`config.mk`:
```
export PLATFORM = sky130hd
export DESIGN_NAME = branch_resolve_flat
export DESIGN_NICKNAME = d
export VERILOG_FILES = /design/src/rtl/branch_pkg.sv /design/src/rtl/branch_resolve_if.sv /design/src/rtl/bp_stage_reg.sv /design/src/rtl/branch_resolve.sv /design/src/flat_wrapper.sv
export SDC_FILE = /design/constraint.sdc
export NUM_CORES = 1
export LEC_CHECK = 0
export CAP_MARGIN = 20
export CORE_UTILIZATION = 40
export DETAILED_ROUTE_END_ITERATION = 16
export HOLD_SLACK_MARGIN = 0.1
export PLACE_DENSITY = 0.63
export RECOVER_POWER = 25
export SKIP_CTS_REPAIR_TIMING = 1
export SLEW_MARGIN = 20
export SYNTH_ARGS = -nofsm -noshare
export SYNTH_HDL_FRONTEND = slang
export SYNTH_HIERARCHICAL = 1
export SYNTH_SLANG_ARGS = --single-unit
```
`constraint.sdc`:
```
create_clock -name clk -period 5.1 [get_ports clk]
set_input_delay 1.02 -clock clk [delete_from_list [all_inputs] [get_ports clk]]
set_output_delay 1.02 -clock clk [all_outputs]
set_load 0.005 [all_outputs]
```
`src/rtl/branch_pkg.sv`:
```
// Shared types and constants for the branch predictor / resolver slice.
// Holds the resolver state encoding, the predictor counter encoding and PC helpers.
package branch_pkg;

    localparam int PC_W       = 32;
    localparam int INSN_BYTES = 4;

    typedef enum logic {
        RES_IDLE = 1'b0,
        RES_PEND = 1'b1
    } res_state_e;

    // 2-bit saturating counter encoding shared with the gshare predictor
    typedef enum logic [1:0] {
        SNT = 2'b00,
        WNT = 2'b01,
        WT  = 2'b11,
        ST  = 2'b10
    } bp_cnt_e;

    typedef struct packed {
        logic            valid;
        logic            pred;
        logic [PC_W-1:0] pc;
        logic [PC_W-1:0] target;
    } de_entry_t;

    typedef struct packed {
        logic            valid;
        logic            pred;
        logic            actual;
        logic [PC_W-1:0] pc;
        logic [PC_W-1:0] target;
    } em_entry_t;

    function automatic logic [PC_W-1:0] fall_through(input logic [PC_W-1:0] pc,
                                                     input logic            delay_slot);
        return pc + (delay_slot ? PC_W'(2 * INSN_BYTES) : PC_W'(INSN_BYTES));
    endfunction

endpackage

```
`src/rtl/branch_resolve_if.sv`:
```
// Predictor update strobes and front-end redirect handshake of the branch resolver.
// master = branch_resolve, slave = predictor / fetch PC mux.
interface branch_resolve_if;
    import branch_pkg::*;

    logic            branchM;
    logic            actual_takeM;
    logic [PC_W-1:0] pcM;
    logic            redirect_valid;
    logic            redirect_ready;
    logic [PC_W-1:0] redirect_pc;

    modport master (
        output branchM, actual_takeM, pcM, redirect_valid, redirect_pc,
        input  redirect_ready
    );

    modport slave (
        input  branchM, actual_takeM, pcM, redirect_valid, redirect_pc,
        output redirect_ready
    );

endinterface

```
`src/rtl/bp_stage_reg.sv`:
```
// Generic pipeline register with priority rst > flush > load-when-not-stalled.
// A flush or reset clears every bit, so a cleared entry always reads invalid.
module bp_stage_reg #(
    parameter int W = 1
) (
    input  logic         clk,
    input  logic         rst,
    input  logic         stall,
    input  logic         flush,
    input  logic [W-1:0] d,
    output logic [W-1:0] q
);

    logic [W-1:0] data_d;
    logic [W-1:0] data_q;

    // next-value selection
    always_comb begin
        data_d = data_q;
        if (rst) begin
            data_d = '0;
        end else if (flush) begin
            data_d = '0;
        end else if (!stall) begin
            data_d = d;
        end else begin
            data_d = data_q;
        end
    end

    // storage
    always_ff @(posedge clk) begin
        data_q <= data_d;
    end

    assign q = data_q;

endmodule

```
`src/rtl/branch_resolve.sv`:
```
// M-stage branch resolver: carries D-stage predictions to M, updates the predictor
// and raises a front-end redirect on mispredict. Optional counters: BRANCH_RESOLVE_PERF_CNT_EN.
module branch_resolve
    import branch_pkg::*;
#(
    parameter bit DELAY_SLOT = 1'b0,
    parameter int CNT_W      = 32
) (
    input  logic             clk,
    input  logic             rst,
    input  logic             branchD,
    input  logic             pred_takeD,
    input  logic [PC_W-1:0]  pcD,
    input  logic [PC_W-1:0]  targetD,
    input  logic             stallE,
    input  logic             flushE,
    input  logic             stallM,
    input  logic             flushM,
    input  logic             actual_takeE,
    output logic             mispredM,
    output logic             flush_front,
`ifdef BRANCH_RESOLVE_PERF_CNT_EN
    output logic [CNT_W-1:0] branch_cnt,
    output logic [CNT_W-1:0] mispred_cnt,
`endif
    branch_resolve_if.master bus
);

    de_entry_t       de_in_s;
    de_entry_t       de_q;
    em_entry_t       em_in_s;
    em_entry_t       em_q;
    logic            resolved_d;
    logic            resolved_q;
    logic            mispred_s;
    logic            branch_s;
    logic [PC_W-1:0] rpc_calc_s;
    res_state_e      state_d;
    res_state_e      state_q;
    logic [PC_W-1:0] rpc_d;
    logic [PC_W-1:0] rpc_q;

    assign de_in_s = '{valid: branchD, pred: pred_takeD, pc: pcD, target: targetD};

    bp_stage_reg #(.W($bits(de_entry_t))) u_de_reg (
        .clk   (clk),
        .rst   (rst),
        .stall (stallE),
        .flush (flushE),
        .d     (de_in_s),
        .q     (de_q)
    );

    // A held D->E register while M drains means M receives a bubble
    assign em_in_s = '{valid:  de_q.valid & ~stallE,
                       pred:   de_q.pred,
                       actual: actual_takeE,
                       pc:     de_q.pc,
                       target: de_q.target};

    bp_stage_reg #(.W($bits(em_entry_t))) u_em_reg (
        .clk   (clk),
        .rst   (rst),
        .stall (stallM),
        .flush (flushM),
        .d     (em_in_s),
        .q     (em_q)
    );

    // resolved marks an M entry that has already been checked once
    always_comb begin
        resolved_d = 1'b0;
        if (rst || flushM) begin
            resolved_d = 1'b0;
        end else if (stallM) begin
            resolved_d = em_q.valid;
        end else begin
            resolved_d = 1'b0;
        end
    end

    // resolved flag storage
    always_ff @(posedge clk) begin
        resolved_q <= resolved_d;
    end

    assign mispred_s  = em_q.valid & ~resolved_q & (em_q.pred ^ em_q.actual);
    assign branch_s   = em_q.valid & ~stallM;
    assign rpc_calc_s = em_q.actual ? em_q.target : fall_through(em_q.pc, DELAY_SLOT);

    // redirect FSM next state; PEND deliberately ignores new detections
    always_comb begin
        state_d = state_q;
        rpc_d   = rpc_q;
        if (rst) begin
            state_d = RES_IDLE;
            rpc_d   = '0;
        end else begin
            case (state_q)
                RES_IDLE: begin
                    if (mispred_s) begin
                        state_d = RES_PEND;
                        rpc_d   = rpc_calc_s;
                    end else begin
                        state_d = RES_IDLE;
                    end
                end
                RES_PEND: begin
                    if (bus.redirect_ready) begin
                        state_d = RES_IDLE;
                    end else begin
                        state_d = RES_PEND;
                    end
                end
                default: begin
                    state_d = RES_IDLE;
                end
            endcase
        end
    end

    // redirect FSM state and latched redirect PC
    always_ff @(posedge clk) begin
        state_q <= state_d;
        rpc_q   <= rpc_d;
    end

    assign mispredM           = mispred_s;
    assign flush_front        = mispred_s | (state_q == RES_PEND);
    assign bus.branchM        = branch_s;
    assign bus.actual_takeM   = em_q.actual;
    assign bus.pcM            = em_q.pc;
    assign bus.redirect_valid = mispred_s | (state_q == RES_PEND);
    assign bus.redirect_pc    = ((state_q == RES_IDLE) && mispred_s) ? rpc_calc_s : rpc_q;

`ifdef BRANCH_RESOLVE_PERF_CNT_EN
    logic [CNT_W-1:0] bcnt_d;
    logic [CNT_W-1:0] bcnt_q;
    logic [CNT_W-1:0] mcnt_d;
    logic [CNT_W-1:0] mcnt_q;

    // wrap-around event counters
    always_comb begin
        bcnt_d = bcnt_q;
        mcnt_d = mcnt_q;
        if (rst) begin
            bcnt_d = '0;
            mcnt_d = '0;
        end else begin
            bcnt_d = bcnt_q + {{(CNT_W-1){1'b0}}, branch_s};
            mcnt_d = mcnt_q + {{(CNT_W-1){1'b0}}, mispred_s};
        end
    end

    // counter storage
    always_ff @(posedge clk) begin
        bcnt_q <= bcnt_d;
        mcnt_q <= mcnt_d;
    end

    assign branch_cnt  = bcnt_q;
    assign mispred_cnt = mcnt_q;
`endif

endmodule

```
`src/flat_wrapper.sv`:
```
// flat-port wrapper written by rule: the top's interface ports become plain ports
module branch_resolve_flat import branch_pkg::*;
#(
    parameter bit DELAY_SLOT = 1'b0,
    parameter int CNT_W      = 32
)
  (clk, rst, branchD, pred_takeD, pcD, targetD, stallE, flushE, stallM, flushM, actual_takeE, mispredM, flush_front, bus_branchM, bus_actual_takeM, bus_pcM, bus_redirect_valid, bus_redirect_pc, bus_redirect_ready);
  branch_resolve_if bus_i ();
  input  logic clk;
  input  logic rst;
  input  logic branchD;
  input  logic pred_takeD;
  input  logic [PC_W-1:0] pcD;
  input  logic [PC_W-1:0] targetD;
  input  logic stallE;
  input  logic flushE;
  input  logic stallM;
  input  logic flushM;
  input  logic actual_takeE;
  output logic mispredM;
  output logic flush_front;
  output wire logic [$bits(bus_i.branchM)-1:0] bus_branchM;
  output wire logic [$bits(bus_i.actual_takeM)-1:0] bus_actual_takeM;
  output wire logic [$bits(bus_i.pcM)-1:0] bus_pcM;
  output wire logic [$bits(bus_i.redirect_valid)-1:0] bus_redirect_valid;
  output wire logic [$bits(bus_i.redirect_pc)-1:0] bus_redirect_pc;
  input wire logic [$bits(bus_i.redirect_ready)-1:0] bus_redirect_ready;
  assign bus_branchM = bus_i.branchM;
  assign bus_actual_takeM = bus_i.actual_takeM;
  assign bus_pcM = bus_i.pcM;
  assign bus_redirect_valid = bus_i.redirect_valid;
  assign bus_redirect_pc = bus_i.redirect_pc;
  assign bus_i.redirect_ready = bus_redirect_ready;
  branch_resolve #(.DELAY_SLOT(DELAY_SLOT), .CNT_W(CNT_W)) u_core (.clk(clk), .rst(rst), .branchD(branchD), .pred_takeD(pred_takeD), .pcD(pcD), .targetD(targetD), .stallE(stallE), .flushE(flushE), .stallM(stallM), .flushM(flushM), .actual_takeE(actual_takeE), .mispredM(mispredM), .flush_front(flush_front), .bus(bus_i));
endmodule
```
==> key figures, run 1 <==
Global routing
  – Grt ovf: 0
  – Initial antenna violation count: 0
  – Vias in the first global route: 5601
  – Total track usage: 0.213
  – Largest net degree at the start of global routing: 68
  – First-pass GRT wire length: 29800 um

Setup path
  – Reg-to-Reg Start: u_core/u_em_reg/q[66]
  – Critical Path Start Type: register
  – Critical Path RT: 4.08 ns
  – Sum of buffers and inverters on the critical path: 1
  – Reg-to-Reg End: u_core/rpc_q[30]
  – WP data arrival: 3.52 ns
  – R2R cell count: 5
  – End of the critical path: bus_redirect_pc[30]
  – Critical path, cell by cell: nor3b_1 -> and2_0 -> o21ai_0 -> o22ai_1 -> clkdlybuf4s50_1
  – Kind of critical path: register to output port
  – Crit. Startpoint: u_core/u_em_reg/q[66]
  – Max incr delay on CP: 0.89 ns
  – CP max stage cell: and2_0
  – Reg-to-reg setup timing slack: 2.27 ns
  – CP max FO: 20
  – Crit end category: output port
  – Crit path depth: 5
  – CP delay by family, top: simple AND/OR/NAND/NOR gates

Run status
  – Failing checks: capacitance limit, slew limit
  – Status: finished, violations left

CTS
  – TritonCTS clock tree: yes
  – Clk slew on worst S/H paths: 0.06 ns
  – Cts bufs inserted: 17
  – Root Buffer: clkbuf_16
  – Total clock sinks: 167
  – Clock latency at the later pin of the worst-skew pair: 0.42 ns
  – Clock Path Buffers: 2
  – H-Tree Depth: 4

Cells and area
  – Final core utilization: 0.528
  – Post-route insts no fill: 1095
  – Sequential cell area: 3340 um2
  – Fillcell total: 1567
  – Final net count: 932
  – Layout cells sized above 1: 0.0586
  – Commonest non-fill, non-tap cell in the layout: dfxtp_1
  – Multi-input gate area: 3390 um2
  – Synthesis-to-layout area growth: 27.9%
  – Commonest non-fill, non-tap cells in the layout: dfxtp_1 (167), nor2_1 (144), mux2i_1 (141)
  – Antenna cells: 0

Timing
  – Worst-margin pin slew: 2.28 ns
  – RSZ-0062 raised after global routing: false
  – Final max-slew violation count: 134
  – Final worst-path cycle share: 0.890
  – FMAX: 0.220 GHz
  – Slew HR: -0.521
  – Worst setup margin: 0.563 ns
  – Final hold vios: 0
  – TNS Setup: 0 ns
  – Fin crit period: 4.54 ns
  – Final clock skew: 0.00667 ns
  – Final setup fails: 0

Floorplan
  – Die height: 136 um
  – Core ar.: 17400 um2
  – # rows: 48
  – Initial Utilization: 0.412
  – Die area: 18500 um2
  – Die Wd: 136 um
  – Top Ports: 143

Pwr
  – Final Power: 2.93 mW
  – P per Cell Area: 319 nW/um2
  – Static leakage: 3.73 nW
  – Peak VDD IR: 0.237 mV

Detailed routing
  – Via count: 5665
  – DR DRC count: 0
  – Total Wirelength: 18900 um
  – First-pass DRT Iterations: 4
  – Routed len/inst: 17.3 um
  – DR vias/cell: 5.17
  – ANT nets after route: 0
  – Initial DRC Count: 327

Synth
  – Post-synthesis register bit count: 167
  – Cell taking the most area after synthesis: dfxtp_1
  – Post-synthesis cell count: 740
  – Post-synthesis sequential area ratio: 0.466
  – Post-Syn Area: 7180 um2
  – Synth cell types: 55
  – Synth top area cells: dfxtp_1 (47%), mux2i_1 (20%), nor2_1 (7.5%)
  – Synth Flop Type: dfxtp_1
  – Number of enable flip-flop cells after synthesis: 0
  – Share of the synthesized area in the top cell type: 0.466
  – Fraction of registers with async set/reset: 0
  – Syn_area_per_cell: 9.70 um2
  – Syn nets: 815
  – Synth Warn #: 6

Placement
  – Placed insts: 1063
  – Placer Congestion: 0.801
  – Post-DP HPWL: 13000 um
  – # port buffers: 142
  – Worst slack, placed: 1.25 ns

Min path
  – Hold Path Class: register to register

Flow run
  – Max Cap Violations: 2
cells by family (layout without fill, tap and decap cells):
group                      after synthesis  after routing  share of synthesized area
buffers and inverters                   58            188                     0.0627
and+or+nand+nor                        266            266                      0.177
xor gates and xnor gates                21             21                     0.0256
DFF                                    167            167                      0.466
muxes                                  141            141                      0.197
AOI/OAI and AO/OA                       86             86                     0.0711
adders and majority gates                1              1                    0.00174
state kept, by name, indices dropped and copies added, names as in the netlist:
name,cells
u_core/resolved_q,1
u_core/rpc_q,32
u_core/state_q,1
u_core/u_de_reg/q,66
u_core/u_em_reg/q,67
worst reg2reg max path, stage by stage, from the launching register on:
cell     delay (ns)
dfxtp_1        0.41
nor3b_1        0.60
and2_0         0.89
o21ai_0        0.36
nor4b_1        0.39
a211o_1        0.14
synth_stat cells, drive strengths merged (8+ instances only):
| cell | number |
|---|---|
| dfxtp | 167 |
| nor2 | 144 |
| mux2i | 141 |
| a21oi | 30 |
| buf | 30 |
| nand2 | 27 |
| o21ai | 24 |
| clkbuf | 22 |
| nor2b | 18 |
| nand3 | 17 |
| xnor2 | 16 |
| and3 | 13 |
| nor3 | 11 |
| o22ai | 10 |
| or3 | 9 |
| nor4 | 8 |
how the worst min path moves through the flow:
stage | cells past startpoint | slack, ns | end | from
2_1_floorplan | 2 | 0.45 | u_core/resolved_q | u_core/u_em_reg/q[66]
5_1_grt | 2 | 0.52 | u_core/u_de_reg/q[0] | u_core/u_de_reg/q[0]
3_5_place_dp | 2 | 0.48 | u_core/u_de_reg/q[65] | u_core/u_de_reg/q[65]
6_report | 2 | 0.49 | u_core/u_em_reg/q[54] | u_core/u_de_reg/q[54]
3_3_place_gp | 2 | 0.47 | u_core/resolved_q | u_core/u_em_reg/q[66]
4_1_cts | 2 | 0.49 | u_core/u_de_reg/q[65] | u_core/u_de_reg/q[65]
report_power, final:
| group | switching (mW) | internal (mW) | leakage (nW) | total, mW |
|---|---|---|---|---|
| registers | 0.0140 | 1.33 | 1.35 | 1.34 |
| logic | 0.0891 | 0.105 | 2.07 | 0.194 |
| clock network | 0.518 | 0.879 | 0.313 | 1.40 |
| total | 0.621 | 2.31 | 3.73 | 2.93 |
routing by layer:
layer  up-vias  routed length (um)  track usage
li1       2779                   -            -
met3        20                1100       0.0567
met5         -                   0            0
met1      2716                8150        0.264
met4         0                 291       0.0654
met2       150                9370        0.357
stage by stage:
stage / instance area, um2 / hold WS [ns]
finish: 9190 / 0.489
global route: 9190 / 0.516
CTS: 9200 / 0.492
detailed placement: 8550 / 0.478
global placement: 8500 / 0.468
floorplan: 7180 / 0.451
area by class of cell:
type	count	area share
tap	225	0.0306
sequential	167	0.364
inverter	6	0.00245
timing repair buffer	150	0.164
multi-input combinational	515	0.369
clock inverter	13	0.0221
clock buffer	19	0.0482
(Power assumes the default switching activity.)
==> run 2, diff against run 1 <==
--- a/config.mk
+++ b/config.mk
@@ -6,10 +6,12 @@
 export NUM_CORES = 1
 export LEC_CHECK = 0
 export CAP_MARGIN = 20
-export CORE_UTILIZATION = 40
+export CELL_PAD_IN_SITES_DETAIL_PLACEMENT = 2
+export CELL_PAD_IN_SITES_GLOBAL_PLACEMENT = 2
+export CORE_UTILIZATION = 34
 export DETAILED_ROUTE_END_ITERATION = 16
 export HOLD_SLACK_MARGIN = 0.1
-export PLACE_DENSITY = 0.63
+export PLACE_DENSITY = 0.82
 export RECOVER_POWER = 25
 export SKIP_CTS_REPAIR_TIMING = 1
 export SLEW_MARGIN = 20
==> run 2 against run 1 <==
Against the previous run: the run still ends with capacitance limit, slew limit left; die area increased by 17%; wire length increased by 24%; sequential cell count unchanged; global-route usage increased by 1.1 points; critical endpoint is now bus_redirect_pc[0]; largest cell class unchanged.
==> key figures, run 2 (synthesis gave the netlist of run 1 again) <==
Run status
  – Status: finished, violations left
  – Failing checks: capacitance limit, slew limit

CTS
  – Cts bufs inserted: 17 (unchanged)
  – Clock latency at the later pin of the worst-skew pair: 0.43 ns (about the same)
  – Total clock sinks: 167 (unchanged)
  – Clk slew on worst S/H paths: 0.06 ns (about the same)
  – H-Tree Depth: 4 (unchanged)
  – TritonCTS clock tree: yes
  – Clock Path Buffers: 2 (unchanged)
  – Root Buffer: clkbuf_16

Placement
  – Placer Congestion: 0.833 (+4.0%)
  – Placed insts: 1108 (+4.2%)
  – Post-DP HPWL: 16600 um (+28%)
  – # port buffers: 142 (unchanged)
  – DP Area: 8560 um2 (+0.13%)

Floorplan
  – Die Wd: 147 um (+8.3%)
  – # rows: 52 (+8.3%)
  – Core ar.: 20500 um2 (+18%)
  – Die height: 147 um (+8.3%)
  – Initial Utilization: 0.350 (-0.0619)
  – Die area: 21700 um2 (+17%)
  – Top Ports: 143 (unchanged)

Global routing
  – Grt ovf: 0 (unchanged)
  – Total track usage: 0.224 (+0.0111)
  – Vias in the first global route: 6751 (+21%)
  – Largest net degree at the start of global routing: 46 (-32%)
  – First-pass GRT wire length: 37100 um (+24%)
  – Initial antenna violation count: 0 (unchanged)

Setup path
  – Crit. Startpoint: u_core/u_em_reg/q[66]
  – Reg-to-Reg End: u_core/rpc_q[30]
  – Reg-to-reg setup timing slack: 2.35 ns (+0.08 ns)
  – WP data arrival: 3.47 ns (-0.05 ns)
  – End of the critical path: bus_redirect_pc[0]
  – Crit end category: output port
  – Critical Path RT: 4.08 ns (about the same)
  – Critical Path Start Type: register
  – CP delay by family, top: simple AND/OR/NAND/NOR gates
  – R2R cell count: 5 (unchanged)
  – CP max FO: 41 (+110%)
  – Max incr delay on CP: 0.64 ns (-0.25 ns)
  – Crit path depth: 5 (unchanged)
  – Critical path, cell by cell: nor3b_1 -> nand2_1 -> buf_4 -> o21ai_0 -> clkdlybuf4s50_1
  – Reg-to-Reg Start: u_core/u_em_reg/q[66]
  – Kind of critical path: register to output port
  – CP max stage cell: nor3b_1
  – Sum of buffers and inverters on the critical path: 2 (+1)

Cells and area
  – Final net count: 932 (unchanged)
  – Commonest non-fill, non-tap cells in the layout: dfxtp_1 (167), nor2_1 (144), mux2i_1 (141)
  – Synthesis-to-layout area growth: 27.0%
  – Post-route insts no fill: 1140 (+4.1%)
  – Layout cells sized above 1: 0.0575 (-0.00115)
  – Commonest non-fill, non-tap cell in the layout: dfxtp_1
  – Fillcell total: 2206 (+41%)
  – Max reg flops: 67 (unchanged)
  – Antenna cells: 0 (unchanged)
  – Final Cell Area: 9120 um2 (-0.74%)

Timing
  – Hold_ws: 0.497 ns (+0.00785 ns)
  – Final max-slew violation count: 77 (-43%)
  – Slew HR: -1.04 (-0.519)
  – Final clock skew: 0.00702 ns (+0.000346 ns)
  – FMAX: 0.223 GHz (+1.1%)
  – Final hold vios: 0 (unchanged)
  – Fin crit period: 4.49 ns (-0.0492 ns)
  – Final worst-path cycle share: 0.880 (-0.00965)
  – Worst-margin pin slew: 3.06 ns (+0.778 ns)
  – RSZ-0062 raised after global routing: false
  – TNS Setup: 0 ns (unchanged)
  – Final setup fails: 0 (unchanged)

Min path
  – Hold Path Class: register to register

Detailed routing
  – DR DRC count: 0 (unchanged)
  – Routed len/inst: 20.5 um (+19%)
  – ANT nets after route: 0 (unchanged)
  – Via count: 5875 (+3.7%)
  – DR vias/cell: 5.15 (-0.39%)
  – Initial DRC Count: 205 (-37%)
  – First-pass DRT Iterations: 4 (unchanged)
  – Total Wirelength: 23400 um (+24%)

Pwr
  – Peak VDD IR: 0.195 mV (-18%)
  – P per Cell Area: 306 nW/um2 (-4.2%)
  – Static leakage: 3.56 nW (-4.6%)

Flow run
  – Max Cap Violations: 2 (unchanged)
==> run 2: cell types whose count changed in the layout (fill, tap and decap cells not counted), sizes merged, moves of 2 or more <==
cell | before | now
dlygate4sd3 | 32 | 0
inv | 6 | 10
buf | 7 | 9
bufinv | 5 | 1
clkinv | 6 | 4
clkdlybuf4s50 | 108 | 139
==> run 2: layer usage <==
layer  vias up  wire length [um]  track usage
met3        38              1010       0.0497
met1      2915              9760        0.249
li1       2782                 -            -
met4         0               519       0.0887
met2       140             12100        0.409
met5         -                 0            0
==> run 2: power breakdown <==
group          total, mW  leakage (nW)  switching (mW)  internal [mW]
logic              0.198          1.94          0.0938          0.104
registers           1.34          1.35          0.0163           1.33
clock network       1.25         0.269           0.556          0.692
total               2.79          3.56           0.666           2.12
==> run 2: stage by stage <==
| step | power, mW | utilization | worst slack (ns) |
|---|---|---|---|
| after global placement | 1.56 | 0.418 | 1.37 |
| after CTS | 2.82 | 0.445 | 0.635 |
| after global routing | 2.89 | 0.445 | 0.413 |
| final | 2.79 | 0.445 | 0.613 |
| after floorplan | 1.49 | - | 2.05 |
| after detailed placement | 1.57 | 0.418 | 1.18 |
==> run 2: area by class of cell <==
type	count	area [um2]	share of cell area
timing repair buffer	150	1470	0.161
clock inverter	12	118	0.0129
tap	270	338	0.0370
sequential	167	3340	0.367
clock buffer	20	447	0.0490
multi-input combinational	515	3390	0.371
inverter	6	22.5	0.00247
==> run 2: how the worst min path moves through the flow <==
stage	slack, ns	to	from	cells past startpoint
after global routing	0.52	u_core/u_de_reg/q[57]	u_core/u_de_reg/q[57]	2
after global placement	0.47	u_core/rpc_q[9]	u_core/rpc_q[9]	2
final	0.50	u_core/u_de_reg/q[57]	u_core/u_de_reg/q[57]	2
after detailed placement	0.49	u_core/u_de_reg/q[57]	u_core/u_de_reg/q[57]	2
after floorplan	0.45	u_core/resolved_q	u_core/u_em_reg/q[66]	2
after CTS	0.51	u_core/u_de_reg/q[57]	u_core/u_de_reg/q[57]	2
==> run 2: worst reg2reg max path, stage by stage (launching register included) <==
cell	delay, ns
dfxtp_1	0.43
nor3b_1	0.65
and2_1	0.71
o21ai_0	0.34
nor4b_1	0.43
a211o_1	0.15
